<file path="src/rtl/booth_pp_accumulator_if.sv">
// Handshake and data bundle for booth_pp_accumulator.
//   master : drives the Booth rows (arr0..3, cx1..4, sx1..4), in_valid, out_ready
//   slave  : the accumulator; drives in_ready, out_valid, product, busy
interface booth_pp_accumulator_if #(
  parameter int unsigned PP_W   = 11,
  parameter int unsigned PROD_W = 16
);
  logic              in_valid;
  logic              in_ready;
  logic [PP_W-1:0]   arr0, arr1, arr2, arr3;
  logic              cx1, cx2, cx3, cx4;
  logic              sx1, sx2, sx3, sx4;
  logic              out_valid;
  logic              out_ready;
  logic [PROD_W-1:0] product;
  logic              busy;

  modport master (
    output in_valid, arr0, arr1, arr2, arr3, cx1, cx2, cx3, cx4, sx1, sx2, sx3, sx4, out_ready,
    input  in_ready, out_valid, product, busy
  );

  modport slave (
    input  in_valid, arr0, arr1, arr2, arr3, cx1, cx2, cx3, cx4, sx1, sx2, sx3, sx4, out_ready,
    output in_ready, out_valid, product, busy
  );
endinterface

</file>
<file path="src/rtl/booth_pp_accumulator.sv">
// Serial accumulator for the four radix-4 Booth partial-product rows of an 8x8 signed
// multiplier. A row set is captured on in_valid/in_ready, summed one row per cycle
// (two rows per cycle with BOOTH_ACC_DUAL_EN defined) into a PROD_W-bit accumulator,
// and the product is offered on out_valid/out_ready.
// Ports:
//   clk  : clock, rising edge
//   rst  : synchronous active-high reset
//   bus  : booth_pp_accumulator_if.slave (rows, carries, sign flags, handshakes, busy)
// Optional feature macro: BOOTH_ACC_DUAL_EN (second adder, 2-cycle accumulation).
module booth_pp_accumulator #(
  parameter int unsigned PP_W   = 11,
  parameter int unsigned PROD_W = 16
) (
  input logic                   clk,
  input logic                   rst,
  booth_pp_accumulator_if.slave bus
);

  typedef enum logic [1:0] {StIdle, StAcc, StDone} state_e;

  state_e            state_q;
  logic [PP_W-1:0]   arr_q [4];
  logic [3:0]        cx_q;
  logic [3:0]        sx_q;
  logic [1:0]        cnt_q;
  logic [PROD_W-1:0] acc_q;
  logic [PROD_W-1:0] product_q;
  logic              out_valid_q;
  logic              busy_q;

  logic [PROD_W-1:0] sum_d;
  logic              last_d;

  // Sign flags are kept for visibility only; the carries already encode negation.
  logic unused_sx;
  assign unused_sx = ^sx_q;

  // Row k weight: sign-extended row plus its negation carry, shifted by 2k.
  function automatic logic [PROD_W-1:0] row_contrib(input logic [PP_W-1:0] arr,
                                                    input logic            cx,
                                                    input logic [1:0]      k);
    logic [PROD_W-1:0] ext;
    ext = {{(PROD_W-PP_W){arr[PP_W-1]}}, arr} + {{(PROD_W-1){1'b0}}, cx};
    return ext << {k, 1'b0};
  endfunction

`ifdef BOOTH_ACC_DUAL_EN
  logic [1:0] k_lo, k_hi;
  always_comb begin
    k_lo   = {cnt_q[0], 1'b0};
    k_hi   = {cnt_q[0], 1'b1};
    sum_d  = acc_q + row_contrib(arr_q[k_lo], cx_q[k_lo], k_lo)
                   + row_contrib(arr_q[k_hi], cx_q[k_hi], k_hi);
    last_d = (cnt_q == 2'd1);
  end
`else
  always_comb begin
    sum_d  = acc_q + row_contrib(arr_q[cnt_q], cx_q[cnt_q], cnt_q);
    last_d = (cnt_q == 2'd3);
  end
`endif

  always_ff @(posedge clk) begin
    if (rst) begin
      state_q     <= StIdle;
      acc_q       <= '0;
      cnt_q       <= '0;
      product_q   <= '0;
      out_valid_q <= 1'b0;
      busy_q      <= 1'b0;
      cx_q        <= '0;
      sx_q        <= '0;
      for (int i = 0; i < 4; i++) arr_q[i] <= '0;
    end else begin
      unique case (state_q)
        StIdle: begin
          if (bus.in_valid) begin
            arr_q[0] <= bus.arr0;
            arr_q[1] <= bus.arr1;
            arr_q[2] <= bus.arr2;
            arr_q[3] <= bus.arr3;
            cx_q     <= {bus.cx4, bus.cx3, bus.cx2, bus.cx1};
            sx_q     <= {bus.sx4, bus.sx3, bus.sx2, bus.sx1};
            acc_q    <= '0;
            cnt_q    <= '0;
            busy_q   <= 1'b1;
            state_q  <= StAcc;
          end
        end
        StAcc: begin
          acc_q <= sum_d;
          cnt_q <= cnt_q + 2'd1;
          if (last_d) begin
            product_q   <= sum_d;
            out_valid_q <= 1'b1;
            busy_q      <= 1'b0;
            state_q     <= StDone;
          end
        end
        StDone: begin
          if (bus.out_ready) begin
            out_valid_q <= 1'b0;
            state_q     <= StIdle;
          end
        end
        default: state_q <= StIdle;
      endcase
    end
  end

  // Low while rst is held so the reset cycle never advertises readiness.
  assign bus.in_ready  = (state_q == StIdle) && !rst;
  assign bus.out_valid = out_valid_q;
  assign bus.product   = product_q;
  assign bus.busy      = busy_q;

endmodule

</file>
<file path="src/flat_wrapper.sv">
// flat-port wrapper written by rule: the top's interface ports become plain ports
module booth_pp_accumulator_flat 
#(
  parameter int unsigned PP_W   = 11,
  parameter int unsigned PROD_W = 16
)
  (clk, rst, bus_in_valid, bus_arr0, bus_arr1, bus_arr2, bus_arr3, bus_cx1, bus_cx2, bus_cx3, bus_cx4, bus_sx1, bus_sx2, bus_sx3, bus_sx4, bus_out_ready, bus_in_ready, bus_out_valid, bus_product, bus_busy);
  booth_pp_accumulator_if #(.PP_W(PP_W), .PROD_W(PROD_W)) bus_i ();
  input logic clk;
  input logic rst;
  input wire logic [$bits(bus_i.in_valid)-1:0] bus_in_valid;
  input wire logic [$bits(bus_i.arr0)-1:0] bus_arr0;
  input wire logic [$bits(bus_i.arr1)-1:0] bus_arr1;
  input wire logic [$bits(bus_i.arr2)-1:0] bus_arr2;
  input wire logic [$bits(bus_i.arr3)-1:0] bus_arr3;
  input wire logic [$bits(bus_i.cx1)-1:0] bus_cx1;
  input wire logic [$bits(bus_i.cx2)-1:0] bus_cx2;
  input wire logic [$bits(bus_i.cx3)-1:0] bus_cx3;
  input wire logic [$bits(bus_i.cx4)-1:0] bus_cx4;
  input wire logic [$bits(bus_i.sx1)-1:0] bus_sx1;
  input wire logic [$bits(bus_i.sx2)-1:0] bus_sx2;
  input wire logic [$bits(bus_i.sx3)-1:0] bus_sx3;
  input wire logic [$bits(bus_i.sx4)-1:0] bus_sx4;
  input wire logic [$bits(bus_i.out_ready)-1:0] bus_out_ready;
  output wire logic [$bits(bus_i.in_ready)-1:0] bus_in_ready;
  output wire logic [$bits(bus_i.out_valid)-1:0] bus_out_valid;
  output wire logic [$bits(bus_i.product)-1:0] bus_product;
  output wire logic [$bits(bus_i.busy)-1:0] bus_busy;
  assign bus_i.in_valid = bus_in_valid;
  assign bus_i.arr0 = bus_arr0;
  assign bus_i.arr1 = bus_arr1;
  assign bus_i.arr2 = bus_arr2;
  assign bus_i.arr3 = bus_arr3;
  assign bus_i.cx1 = bus_cx1;
  assign bus_i.cx2 = bus_cx2;
  assign bus_i.cx3 = bus_cx3;
  assign bus_i.cx4 = bus_cx4;
  assign bus_i.sx1 = bus_sx1;
  assign bus_i.sx2 = bus_sx2;
  assign bus_i.sx3 = bus_sx3;
  assign bus_i.sx4 = bus_sx4;
  assign bus_i.out_ready = bus_out_ready;
  assign bus_in_ready = bus_i.in_ready;
  assign bus_out_valid = bus_i.out_valid;
  assign bus_product = bus_i.product;
  assign bus_busy = bus_i.busy;
  booth_pp_accumulator #(.PP_W(PP_W), .PROD_W(PROD_W)) u_core (.clk(clk), .rst(rst), .bus(bus_i));
endmodule
</file>
<file path="config.mk">
export PLATFORM = sky130hd
export DESIGN_NAME = booth_pp_accumulator_flat
export DESIGN_NICKNAME = d
export VERILOG_FILES = /design/src/rtl/booth_pp_accumulator_if.sv /design/src/rtl/booth_pp_accumulator.sv /design/src/flat_wrapper.sv
export SDC_FILE = /design/constraint.sdc
export NUM_CORES = 1
export LEC_CHECK = 0
export CORE_MARGIN = 1
export CORE_UTILIZATION = 58
export DETAILED_ROUTE_END_ITERATION = 8
export GPL_TIMING_DRIVEN = 0
export PLACE_DENSITY = 0.88
export SYNTH_ARGS = -nofsm -noshare
export SYNTH_HDL_FRONTEND = slang
export SYNTH_SLANG_ARGS = --single-unit
</file>
<file path="constraint.sdc">
create_clock -name clk -period 12.44 [get_ports clk]
set_clock_uncertainty 0.05 [all_clocks]
set_input_delay 2.488 -clock clk [delete_from_list [all_inputs] [get_ports clk]]
set_output_delay 2.488 -clock clk [all_outputs]
set_load 0.01 [all_outputs]
</file>
== Word level (Yosys, flattened, before mapping) ==
Memories as Yosys holds them, arrays and structs flattened. A register that Yosys moved wholly into a read port is not among the register bits.
Cells that the tools add are included.
Storage, ports and cells
  bits in writable memories: 44
  logic and storage cells: 62
  flip-flop bits (word level): 42
  memories kept: 1
Operators by class
  $lt $le $gt $ge: 1
  bitwise operators: 4
  shifts and indexed selects: 1
  equal/unequal tests: 6
  muxes and demuxes: 28
  add/subtract/negate cells: 3
  reductions and logical operators: 11
Memories
  u_core.arr_q: words 4, bits a word 11, rd ports 1, clocked after Yosys merged registers in 1, write ports 4, RTL line booth_pp_accumulator.sv:22  | logic [PP_W-1:0] arr_q [4];
Operator list (number)
  11-bit 2-to-1 mux: 4
  16-bit one-hot mux with 2 select lines: 1
  16-bit adder: 1
  16-bit 2-to-1 mux: 1
  16-bit by 3-bit left shift with 16-bit output: 1
  11-bit by 2-bit adder with 12-bit output: 1
  2-bit 2-to-1 mux: 6
  1-bit 2-to-1 mux: 11
  3-bit AND reduction: 3
  2-bit one-hot mux with 3 select lines: 1
  2-bit AND reduction: 3
  2-bit equality test, second input constant: 2
  2-bit != test, second input constant: 2
  1-bit OR: 4
  1-bit one-hot mux with 2 select lines: 2
  2-bit one-hot mux with 2 select lines: 1
  2-bit nonzero test: 2
  2-bit by 3-bit < comparator with 1-bit output, second input constant: 1
  2-bit by 1-bit adder with 2-bit output, second input constant: 1
  1-bit binary-select mux with 2-bit select: 1
  2-bit by 1-bit equality test with 1-bit output, second input constant: 1
  2-bit logical NOT: 1
  2-bit by 1-bit != test with 1-bit output, second input constant: 1
  1-bit logical AND: 1
  1-bit logical NOT: 1

== Logic depth before layout (Yosys ltp) ==
Gate-level depths: netlist (run 1).
  depth after elaboration: 6
  depth in mapped cells: 18
  mapped depth without buffers: 17

== Worst setup path before layout (run 1) ==
Ideal clock, no wire load.
  path kind: input to output
  start: input port rst
  end: output port bus_in_ready
  cell stages on the path: 2
  arrival time: 3230 ps
  slack: 6672 ps
  cells stage by stage: nor3_1 -> clkbuf_1
Between the ends
  word-level cells in the longest chain between the ends: 2
Ends and longest elaborated chain
  from (decl): RTL line flat_wrapper.sv:10  | input logic rst;
  1-bit logical NOT: RTL line booth_pp_accumulator.sv:112  | assign bus.in_ready = (state_q == StIdle) && !rst;
  1-bit logical AND: RTL line booth_pp_accumulator.sv:112
  to (decl): RTL line flat_wrapper.sv:25  | output wire logic [$bits(bus_i.in_ready)-1:0] bus_in_ready;
Every way passes these cells.

== Worst setup path in the final report (run 1) ==
Same ends and word-level chain as after synthesis.

==> metrics.log, run 1 <==
[metrics] Routed WL per cell: 18.30 um
[metrics] setup violators final: 0
[metrics] number of antenna violations at the first check in global routing: 0
[metrics] via count of the first global-routing pass: 3843
[metrics] status: finished, final reports clean
[metrics] Die Area: 8424 um2
[metrics] end of the worst register-to-register path: u_core.acc_q[15]
[metrics] register area share after synthesis: 47.10%
[metrics] final worst path period need: 7.136 ns
[metrics] setup repair after global routing missed its margin: false
[metrics] Max-cap violations: 0
[metrics] # IOs: 75
[metrics] area taken by flip-flops and latches: 2202 um2
[metrics] global-route wire length before repair: 18790 um
[metrics] launch instance of the worst min-delay path: u_core.bus.product[4]
[metrics] Clock transition at path regs: 0.09 ns
[metrics] number of antenna cells inserted: 0
[metrics] Worst IR Drop VDD: 0.00006306 V
[metrics] most instantiated library cell after synthesis: and3_1
[metrics] most used flip-flop cell after synthesis: edfxtp_1
[metrics] number of cells after detailed placement: 628
[metrics] filler cell count in the final layout: 556
[metrics] number of detailed-route iterations in the first pass: 6
[metrics] critical-path cell with the highest stage delay: nor3_1
[metrics] TritonCTS clock tree: done
[metrics] buffer depth of the longest clock path: 2
[metrics] Layout area overhead: 22.56%
[metrics] end of the worst hold path: u_core.bus.product[4]
[metrics] slack of the worst reg-to-reg path: 7.48 ns
[metrics] pin slew with the least headroom to its limit: 0.8764 ns
[metrics] Required @ worst endpoint: 9.90 ns
[metrics] hold-fix buffers at CTS: 0
[metrics] PwrDens: 122.5 nW/um2
[metrics] cell count of the worst reg-to-reg path: 15
[metrics] grt total ovfl: 0
[metrics] critical path start-end classification: in2out
[metrics] number of enable-type register cells in the synthesized netlist: 44
[metrics] Inserted Clock Buffers: 9
[metrics] clock network latency to the later pin of the worst-skew pair: 0.37 ns
[metrics] fraction of the cycle the final worst path needs: 57.36%
[metrics] Die W: 91.79 um
[metrics] count of buffers from port buffering: 70
[metrics] Ys Warns: 0
[metrics] height of the chip: 91.79 um
[metrics] static leakage: 2.342 nW
[metrics] slowest cell delay on critical path: 0.63 ns
[metrics] total routing usage reported by global routing: 29.25%
[metrics] largest fanout of any net on the critical path: 10
[metrics] antenna viol nets, final: 0
[metrics] total number of vias: 4003
[metrics] site row count: 32
[metrics] Routed WL: 11790 um
[metrics] initial core utilization: 60.20%
[metrics] buffer type at the clock tree root: clkbuf_8
[metrics] count of final max-slew check failures: 0
[metrics] dominant cells by area after synthesis: edfxtp_1 28%, dfxtp_1 19%, and3_1 6.3%
[metrics] share of the synthesized area in the top cell type: 28.26%
[metrics] number of hold violations in the final report: 0
[metrics] sum of negative setup slack: 0 ns
[metrics] number of distinct library cells after synthesis: 55
[metrics] final weighted congestion in routability-driven placement: 0.9196
[metrics] post-route insts no fill: 644
[metrics] post-synthesis instance area: 4676 um2
[metrics] Worst Setup End Kind: output pin
[metrics] launching element type of the critical path: input pin
[metrics] CP most frequent cell: clkdlybuf4s50_1
[metrics] Clock H-tree levels: 3
[metrics] CTS sink count: 88
[metrics] total of flip-flops plus latches after synthesis: 88
[metrics] Arrival @ worst endpoint: 4.60 ns
[metrics] cells along the critical path: clkdlybuf4s50_1, nor3_1, clkbuf_1, clkdlybuf4s50_1
[metrics] asr flop ratio synth: 0%
[metrics] worst hold-check path type: reg2reg
[metrics] area of combinational cells with multiple inputs: 2311 um2
[metrics] Post-DP HPWL: 8557 um
[metrics] Fmax achieved: 140.1 MHz
[metrics] net total in the final layout: 612
[metrics] share of cells above drive strength 1: 6.458%
[metrics] maximum number of pins on one net before global-route repair: 45
[metrics] Core Region: 7767 um2
[metrics] Worst slew margin: 41.49%
[metrics] top cell type by total area after synthesis: edfxtp_1
[metrics] average cell area after synthesis: 10.25 um2
[metrics] worst hold path cell count: 2
[metrics] via count normalized by instance count: 6.216
[metrics] synthesized instance count: 456
[metrics] cts repair resizes: 0
[metrics] detailed-route DRC error count: 0
[metrics] Core Util, Final: 73.78%
[metrics] Detailed Route Iter0 Violations: 358
[metrics] ranking of synthesized cells by instance count: 47 x and3_1, 44 x dfxtp_1, 44 x edfxtp_1, 37 x nand2_1, 37 x nor2_1
[metrics] Post-CTS Repair Setup Buffers: 0
[metrics] syn nets: 531
[metrics] critical register-to-register path startpoint: u_core.cnt_q[0]
## power breakdown
group / total [W] / switching, W / internal (W)
sequential: 0.000330 / 0.00000768 / 0.000323
combinational: 0.000145 / 0.0000814 / 0.0000640
clock: 0.000226 / 0.000111 / 0.000115
total: 0.000702 / 0.000200 / 0.000502
## state kept, by name (all words and copies together), names as in the netlist, named ones only
name                  flops
u_core.acc_q             16
u_core.cnt_q              2
u_core.arr_q             44
u_core.bus.out_valid      1
u_core.cx_q               4
u_core.bus.busy           1
u_core.bus.product       16
u_core.state_q            2
## cells by family after synthesis
kind of cell,share of synthesized area [%]
adders and majority gates,5.245
and+or+nand+nor,18.28
muxes,7.760
xor gates and xnor gates,3.559
AOI/OAI and AO/OA,14.58
DFF,47.10
buffers and inverters,3.479
## worst max-delay path: cells and delay by family
family,cells,cell delay (ns)
buf+inv,3,1.47
simple gates,1,0.63
## worst max-delay path by stage
stage,from,endpoint,slack (ns)
finish,rst,bus_in_ready,5.30
global route,rst,bus_in_ready,5.17
CTS,rst,bus_in_ready,5.34
detailed placement,rst,bus_in_ready,5.37
global placement,rst,bus_in_ready,5.39
floorplan,rst,bus_in_ready,6.67
## cell type report
cell class / count / area share [%]
Multi-Input combinational cell: 328 / 40.33
Tap cell: 102 / 2.227
Timing Repair Buffer: 70 / 12.23
Inverter: 12 / 0.7860
Clock buffer: 9 / 2.162
Sequential cell: 88 / 38.43
Clock inverter: 7 / 1.790
Buffer: 28 / 2.052
## stage by stage
step	setup slack [ns]	instance area (um2)	power, W	hold WS, ns
4_1_cts	5.341	5731	0.0007003	0.4122
6_report	5.304	5731	0.0007019	0.4077
3_3_place_gp	5.392	5504	0.0004717	0.3915
2_1_floorplan	6.672	4676	0.0004308	0.3937
3_5_place_dp	5.366	5504	0.0004771	0.3998
5_1_grt	5.170	5731	0.0007304	0.4392
## placed cells by master, fill, tap and decap left out, types with 3 or more instances in the layout
cell             count
nand2_1             37
ha_1                18
a211oi_1             4
nor3_1               9
mux2i_1              7
nor2_1              37
nand3_1             13
a31oi_1              4
clkdlybuf4s50_1     70
mux4_2               6
a21oi_1             36
dfxtp_1             44
o21bai_1             5
xnor2_1             15
mux4_1               6
o21ai_0             18
a22o_1               4
inv_1               11
and2_1               4
nand4_1              4
and3_1              47
edfxtp_1            44
clkbuf_8             9
clkbuf_1            24
a21o_1               5
a22oi_1             10
o31ai_1              3
or3_1                3
xor2_1               4
## metal layers
metal / GRT usage, % / up-vias / part of all wire [%]
met4: 10.16 / 0 / 2.6
li1: - / 1880 / -
met2: 47.37 / 169 / 48
met3: 6.136 / 26 / 7.0
met1: 39.14 / 1928 / 42
met5: 0 / - / 0
No activity file was read; power rests on OpenSTA's default activity.
==> inputs of run 2 (changes only) <==
Settings changed: CORE_UTILIZATION 58 to 49, PLACE_DENSITY 0.88 to 0.79.
Clock period 12.44 ns to 6.2 ns, I/O delays scaled along.
==> run 2 against run 1 <==
Effect of this change:
- global-route usage is 6.2 points lower
- worst setup slack worse by 4.0 ns
- sequential share of layout area about the same
- combinational power is 98% higher
- critical path depth up 14
- sequential power grew 100%
- clock-buffer cell count rose by 1
- register-to-register slack got worse by 6.1 ns
- core utilization fell by 12 points
- sequential cell count unchanged
- power is 93% higher
- largest power group unchanged
- highest routed layer unchanged
==> metrics.log, run 2 (synthesis results as in run 1) <==
[metrics] Max-cap violations: 0
[metrics] CTS sink count: 88
[metrics] Worst Setup End Kind: register
[metrics] Routed WL per cell: 16.31 um
[metrics] count of buffers from port buffering: 70
[metrics] most common library cell in the layout ignoring fill and taps: clkdlybuf4s50_1
[metrics] number of antenna violations at the first check in global routing: 0
[metrics] buffer depth of the longest clock path: 2
[metrics] hold-fix buffers at CTS: 0
[metrics] via count of the first global-routing pass: 3807
[metrics] global-route wire length before repair: 17640 um
[metrics] initial core utilization: 50.60%
[metrics] Arrival @ worst endpoint: 5.10 ns
[metrics] Worst slew margin: 39.18%
[metrics] Post-DP HPWL: 8166 um
[metrics] Routed WL: 10950 um
[metrics] TritonCTS clock tree: done
[metrics] detailed-route DRC error count: 0
[metrics] clock network latency to the later pin of the worst-skew pair: 0.37 ns
[metrics] pin slew with the least headroom to its limit: 0.9053 ns
[metrics] grt total ovfl: 0
[metrics] status: finished, final reports clean
[metrics] post-place instance area: 5538 um2
[metrics] maximum number of pins on one net before global-route repair: 45
[metrics] Post-CTS Repair Setup Buffers: 0
[metrics] PwrDens: 236.4 nW/um2
[metrics] worst hold-check path type: reg2reg
[metrics] total routing usage reported by global routing: 23.01%
[metrics] Layout area overhead: 22.61%
[metrics] Largest Register: u_core.arr_q
[metrics] setup violators final: 0
[metrics] # IOs: 75
[metrics] net total in the final layout: 612
[metrics] Required @ worst endpoint: 6.45 ns
[metrics] most frequent cells in the layout: 70 x clkdlybuf4s50_1, 47 x and3_1, 44 x dfxtp_1, 44 x edfxtp_1
[metrics] fraction of the cycle the final worst path needs: 78.20%
[metrics] Final Power: 0.001356 W
[metrics] post-route insts no fill: 671
[metrics] Die W: 99.69 um
[metrics] number of detailed-route iterations in the first pass: 6
[metrics] final worst path period need: 4.848 ns
[metrics] critical path start-end classification: reg2reg
[metrics] share of cells above drive strength 1: 6.089%
[metrics] launching element type of the critical path: register
[metrics] Detailed Route Iter0 Violations: 227
[metrics] post-route design area: 5733 um2
[metrics] static leakage: 2.325 nW
[metrics] site row count: 35
[metrics] Clock H-tree levels: 3
[metrics] setup repair after global routing missed its margin: false
[metrics] antenna viol nets, final: 0
[metrics] number of hold violations in the final report: 0
[metrics] count of final max-slew check failures: 0
[metrics] height of the chip: 99.69 um
[metrics] buffer type at the clock tree root: clkbuf_8
[metrics] final weighted congestion in routability-driven placement: 0.8832
[metrics] number of cells after detailed placement: 655
[metrics] Clock transition at path regs: 0.09 ns
[metrics] Worst IR Drop VDD: 0.0001044 V
[metrics] Inserted Clock Buffers: 9
[metrics] number of antenna cells inserted: 0
[metrics] Core Region: 9240 um2
[metrics] via count normalized by instance count: 5.765
[metrics] largest fanout of any net on the critical path: 10
[metrics] sum of negative setup slack: 0 ns
[metrics] Die Area: 9937 um2
[metrics] cts repair resizes: 0
[metrics] total number of vias: 3868
[metrics] max reg flops: 44
[metrics] Fmax achieved: 206.3 MHz
run 2: path summary, 6_finish.rpt:
path	slack [ns]	cells past startpoint	end	from
hold / removal	0.41	2	u_core.bus.product[11]	u_core.bus.product[11]
hold reg to reg	0.41	2	u_core.bus.product[11]	u_core.bus.product[11]
setup reg to reg	1.35	18	u_core.acc_q[15]	u_core.cnt_q[0]
setup / recovery	1.35	18	u_core.acc_q[15]	u_core.cnt_q[0]
run 2: final cells by class:
cell class	count	area, um2
Fill cell	763	3507
Multi-Input combinational cell	328	2311
Sequential cell	88	2202
Timing Repair Buffer	70	700.7
Tap cell	129	161.4
Clock buffer	10	127.6
Buffer	28	117.6
Clock inverter	6	67.56
Inverter	12	45.04
run 2: metrics by stage:
step	hold WS (ns)	worst slack, ns	util (%)
floorplan	0.3937	2.072	-
global placement	0.3940	1.448	59.93
detailed placement	0.3977	1.405	59.93
CTS	0.4108	1.385	62.04
global route	0.4395	0.9328	62.04
finish	0.4083	1.352	62.04
run 2: critical path: stages, from the launching register on:
cell,delay [ns]
dfxtp_1,0.39
clkbuf_1,0.39
mux4_2,0.57
ha_1,0.27
ha_1,0.23
nand3_1,0.20
nor3_1,0.13
nor3_1,0.21
a21oi_1,0.06
o21ai_0,0.15
mux2i_1,0.18
ha_1,0.37
nand2_1,0.08
o21ai_0,0.16
a221oi_1,0.54
o31ai_1,0.16
xnor2_1,0.18
or3_1,0.33
a31oi_1,0.12
run 2: power breakdown:
group          internal (W)  switching, W
clock              0.000189      0.000220
sequential         0.000647     0.0000131
combinational      0.000128      0.000158
run 2: routing by layer:
metal	GRT usage [%]	routed length [um]	share of wire, %	up-vias
li1	-	-	-	1871
met1	27.98	4740	43	1847
met2	40.53	5446	50	130
met3	3.373	552	5.0	20
met4	9.955	205	1.9	0
met5	0	0	0	-
==> inputs of run 3 (changes only) <==
Settings changed: CORE_UTILIZATION 49 to 54, PLACE_DENSITY 0.79 to 0.82.
Clock period 6.2 ns to 4.6 ns, I/O delays scaled along.
==> run 3 against run 2 <==
Effect of this change:
- worst setup slack got worse by 1.2 ns
- hold slack got worse by 0.0017 ns
- core utilization rose by 7.2 points
- via count rose by 1.5%
- clock power rose by 45%
- power rose by 39%
- sequential power rose by 35%
- global-route usage rose by 4.9 points
- die area fell by 9.1%
- critical path depth did not move
- sequential cell count did not move
- non-clock buffer count did not move
- critical path type unchanged
- largest power group unchanged
==> metrics.log, run 3 (synthesis results as in run 1) <==
[metrics] status: finished, final reports clean
[metrics] # IOs: 75
[metrics] number of antenna violations at the first check in global routing: 0
[metrics] fraction of the cycle the final worst path needs: 96.23%
[metrics] max reg flops: 44
[metrics] height of the chip: 95.05 um
[metrics] Routed WL per cell: 18.62 um
[metrics] largest fanout of any net on the critical path: 10
[metrics] initial core utilization: 56.34%
[metrics] total routing usage reported by global routing: 27.92%
[metrics] CP most frequent cell: ha_1
[metrics] Post-DP HPWL: 8743 um
[metrics] CTS sink count: 88
[metrics] Routed WL: 12050 um
[metrics] Inserted Clock Buffers: 9
[metrics] filler cell count in the final layout: 614
[metrics] number of antenna cells inserted: 0
[metrics] cells along the critical path: buf_8, mux4_1, ha_1, ha_1, nand3_2, nor3_1, nor3_1, a21oi_1, o21ai_1, mux2i_1, ha_1, nand4_1, a211oi_2, a221oi_2, o31ai_1, xnor2_1, or3_1, a31oi_1
[metrics] TritonCTS clock tree: done
[metrics] Die W: 95.05 um
[metrics] worst hold-check path type: reg2reg
[metrics] Arrival @ worst endpoint: 4.66 ns
[metrics] Worst IR Drop VDD: 0.0002687 V
[metrics] PwrDens: 328.3 nW/um2
[metrics] most frequent cells in the layout: 70 x clkdlybuf4s50_1, 47 x and3_1, 44 x dfxtp_1, 44 x edfxtp_1
[metrics] area taken by flip-flops and latches: 2202 um2
[metrics] most common library cell in the layout ignoring fill and taps: clkdlybuf4s50_1
[metrics] final weighted congestion in routability-driven placement: 0.9049
[metrics] detailed-route DRC error count: 0
[metrics] Die Area: 9035 um2
[metrics] Worst slew margin: 40.32%
[metrics] global-route wire length before repair: 18710 um
[metrics] Largest Register: u_core.arr_q
[metrics] number of detailed-route iterations in the first pass: 5
[metrics] count of buffers from port buffering: 70
[metrics] buffer type at the clock tree root: clkbuf_8
[metrics] sum of negative setup slack: 0 ns
[metrics] sum of buffers and inverters on the critical path: 1
[metrics] maximum number of pins on one net before global-route repair: 45
[metrics] count of final max-slew check failures: 0
[metrics] cell family with most CP delay: compound AO/OA/AOI/OAI gates
[metrics] Layout area overhead: 22.83%
[metrics] number of hold violations in the final report: 0
[metrics] Final Power: 0.001885 W
[metrics] Detailed Route Iter0 Violations: 248
[metrics] Worst Setup End Kind: register
[metrics] via count normalized by instance count: 6.068
[metrics] site row count: 33
[metrics] post-route insts no fill: 647
[metrics] Max-cap violations: 0
[metrics] Required @ worst endpoint: 4.84 ns
[metrics] share of cells above drive strength 1: 6.642%
[metrics] total number of vias: 3926
[metrics] launching element type of the critical path: register
[metrics] net total in the final layout: 612
[metrics] final worst path period need: 4.427 ns
[metrics] Fmax achieved: 225.9 MHz
[metrics] Clock transition at path regs: 0.09 ns
[metrics] Clock H-tree levels: 3
[metrics] Core Region: 8299 um2
[metrics] clock network latency to the later pin of the worst-skew pair: 0.36 ns
[metrics] critical path start-end classification: reg2reg
[metrics] via count of the first global-routing pass: 3805
[metrics] setup violators final: 0
[metrics] buffer depth of the longest clock path: 2
[metrics] slowest cell delay on critical path: 0.59 ns
[metrics] critical-path cell with the highest stage delay: mux4_1
[metrics] area of combinational cells with multiple inputs: 2327 um2
[metrics] antenna viol nets, final: 0
[metrics] static leakage: 2.339 nW
[metrics] grt total ovfl: 0
[metrics] pin slew with the least headroom to its limit: 0.8939 ns
[metrics] number of cells after detailed placement: 631
==> run 3: layer usage <==
metal | vias up | share of wire (%) | track usage [%]
met5 | - | 0 | 0
met4 | 0 | 2.5 | 13.76
met2 | 170 | 48 | 44.24
met3 | 23 | 7.2 | 5.901
met1 | 1858 | 43 | 36.33
li1 | 1875 | - | -
==> run 3: worst paths after layout <==
| check | cells past startpoint | slack [ns] | endpoint | startpoint |
|---|---|---|---|---|
| max | 18 | 0.17 | u_core.acc_q[15] | register |
| min | 2 | 0.41 | u_core.bus.product[6] | u_core.bus.product[6] |
| max reg2reg | 18 | 0.17 | u_core.acc_q[15] | register |
| min reg2reg | 2 | 0.41 | u_core.bus.product[6] | u_core.bus.product[6] |
==> run 3: repair_timing <==
| action | 4_1_cts | 5_1_grt |
|---|---|---|
| setup buffers | 0 | 0 |
| cloned | 0 | 0 |
| gates resized for setup | 3 | 8 |
| setup endpoints to repair | 4 | 6 |
| pin swaps | 0 | 3 |
| hold buffers | 0 | 0 |
==> run 3: stage by stage <==
stage	hold slack [ns]	area, um2	utilization [%]	worst slack [ns]
floorplan	0.3937	4676	-	0.4723
global placement	0.3914	5508	66.37	-0.1636
detailed placement	0.3984	5508	66.37	-0.2292
CTS	0.4109	5727	69.00	0.02267
global route	0.4252	5743	69.20	-0.005020
finish	0.4065	5743	69.20	0.1735
==> run 3: where the power goes <==
| group | total [W] | internal [W] | switching (W) | leakage (nW) |
|---|---|---|---|---|
| Sequential | 0.000893 | 0.000872 | 0.0000203 | 0.833 |
| Clock | 0.000593 | 0.000304 | 0.000289 | 0.102 |
| Combinational | 0.000400 | 0.000175 | 0.000225 | 1.41 |
| Total | 0.00189 | 0.00135 | 0.000534 | 2.34 |
==> run 3: cell type report <==
class	count	area share [%]
clock inverters	6	1.460
multi-input cells	328	40.52
flip-flops and latches	88	38.34
well taps	105	2.288
repair buffers	70	12.20
clock buffers	10	2.222
inverters	12	0.7843
plain buffers	28	2.179
==> run 3: tightest hold or removal path, cell delays in order (launching register included) <==
cell and delay, ns:
dfxtp_1 0.32, nand2_1 0.05, a21oi_1 0.05
==> variant, RTL diff (flow settings as in run 3) <==
Encoding of `state_e`: now one-hot (3 bits for 3 states).
--- a/src/rtl/booth_pp_accumulator.sv
+++ b/src/rtl/booth_pp_accumulator.sv
@@ -17,5 +17,5 @@
 );
 
-  typedef enum logic [1:0] {StIdle, StAcc, StDone} state_e;
+  typedef enum logic [2:0] {StIdle = 3'b001, StAcc = 3'b010, StDone = 3'b100} state_e;
 
   state_e            state_q;
Behaviour: no difference found for any inputs over 10 cycles, from zero or initial values and one cycle with rst high; not proved beyond that.
==> variant against run 3 <==
- total power shrank 5.9%
- area after synthesis grew 4.5%
- wire length shrank 3.8%
- synthesized cell count grew 5.9%
- sequential cell count grew 1
- count of clock-buffer cells in the layout shrank 1
- setup slack gained 34 ps
- design area grew 4.6%
- critical endpoint is now u_core.bus.product[15]
- largest power group unchanged
- highest routed layer unchanged
==> variant: results (changes against run 3) <==
metric;value;unit;change
run_status;finished clean;;unchanged
dp_slack;-406;ps;was -229 ps
holdPathEnd;u_core.bus.product[0];;was u_core.bus.product[6]
seq_area_frac_synth;45.5;%;was 47.1%
first_global_vias;3954;;was 3,805
met2_length;5.78;mm;was 5.75 mm
critPathLaunchType;flop;;unchanged
powerDensity;295;nW/um2;was 328 nW/um2
leakage;2.40;nW;was 2.34 nW
grt_first_pass_wirelength;18.4;mm;was 18.7 mm
worst_slew_pin_slew;856;ps;was 894 ps
wl_met3;694;um;was 872 um
placed_cell_area;5720;um2;was 5510 um2
rr_worst_depth;16;;was 18
synth_ff_type;dfxtp_1;;was edfxtp_1
reg2reg_slack;210;ps;was 170 ps
avgViaCountPerCell;6.02;;was 6.07
crit_path_max_incr_delay;630;ps;was 590 ps
cp.arrival;4620;ps;was 4660 ps
ir_drop;0.140;mV;was 0.269 mV
gr-usage-met2;41.7;%;was 44.2%
p_int;1.31;mW;was 1.35 mW
met3_usage;4.24;%;was 5.90%
fmax;228;MHz;was 226 MHz
synth_area_leaders;edfxtp_1 (27%), dfxtp_1 (18%), and3_1 (5.9%);;was edfxtp_1 (28%), dfxtp_1 (19%), and3_1 (6.3%)
synth_commonest_cells;nor2_1 (49), and3_1 (46), dfxtp_1 (45);;was and3_1 (47), dfxtp_1 (44), edfxtp_1 (44)
power.share.clock;34.6;%;was 31.4%
min_path_cells;2;;unchanged
grt_max_degree;45;;unchanged
gp_congestion;0.859;;was 0.905
post-dp-hpwl;8.54;mm;was 8.74 mm
wire_per_inst;17.1;um;was 18.6 um
syn-num-nets;558;;was 531
m1WireLength;4.75;mm;was 5.12 mm
ys_types;55;;unchanged
grt_usage;24.5;%;was 27.9%
grt_use_met1;29.4;%;was 36.3%
cp-endpoint;u_core.bus.product[15];;was u_core.acc_q[15]
cts_resized;4;;was 3
fin_nets;639;;was 612
seq_power_share;50.2;%;was 47.4%
drt_iter0_drc;281;;was 248
min_from;u_core.bus.product[0];;was u_core.bus.product[6]
layout-drive-gt1-share;9.67;%;was 6.64%
[variant: changes by cell type after synthesis, sizes merged, moves of 5 or more]
| cell | change |
|---|---|
| nand2 | +7 |
| nand3 | -5 |
| nand3b | +9 |
| nor2 | +12 |
| nor2b | +9 |
| o21ai | -8 |
| xor2 | +5 |
[variant: final cells by class]
| cell class | instances | area [um2] |
|---|---|---|
| inverters | 8 | 30.0 |
| clock buffers | 9 | 124 |
| repair buffers | 70 | 701 |
| multi-input cells | 356 | 2560 |
| fillers | 669 | 2760 |
| clock inverters | 7 | 101 |
| well taps | 108 | 135 |
| plain buffers | 30 | 131 |
| flip-flops and latches | 89 | 2220 |
[variant: through the flow]
step / instances / hold slack [ps]
final: 677 / 406
after detailed placement: 661 / 396
after CTS: 677 / 409
after global routing: 677 / 432
after floorplan: 483 / 394
after global placement: 661 / 393
[variant: kinds of logic after synthesis]
kind of cell	share of synthesized area, %
compound gates	13.2
xor+xnor	3.58
fa+ha+maj	5.02
buf+inv	3.15
flops	45.5
mux	7.93
simple gates	21.7
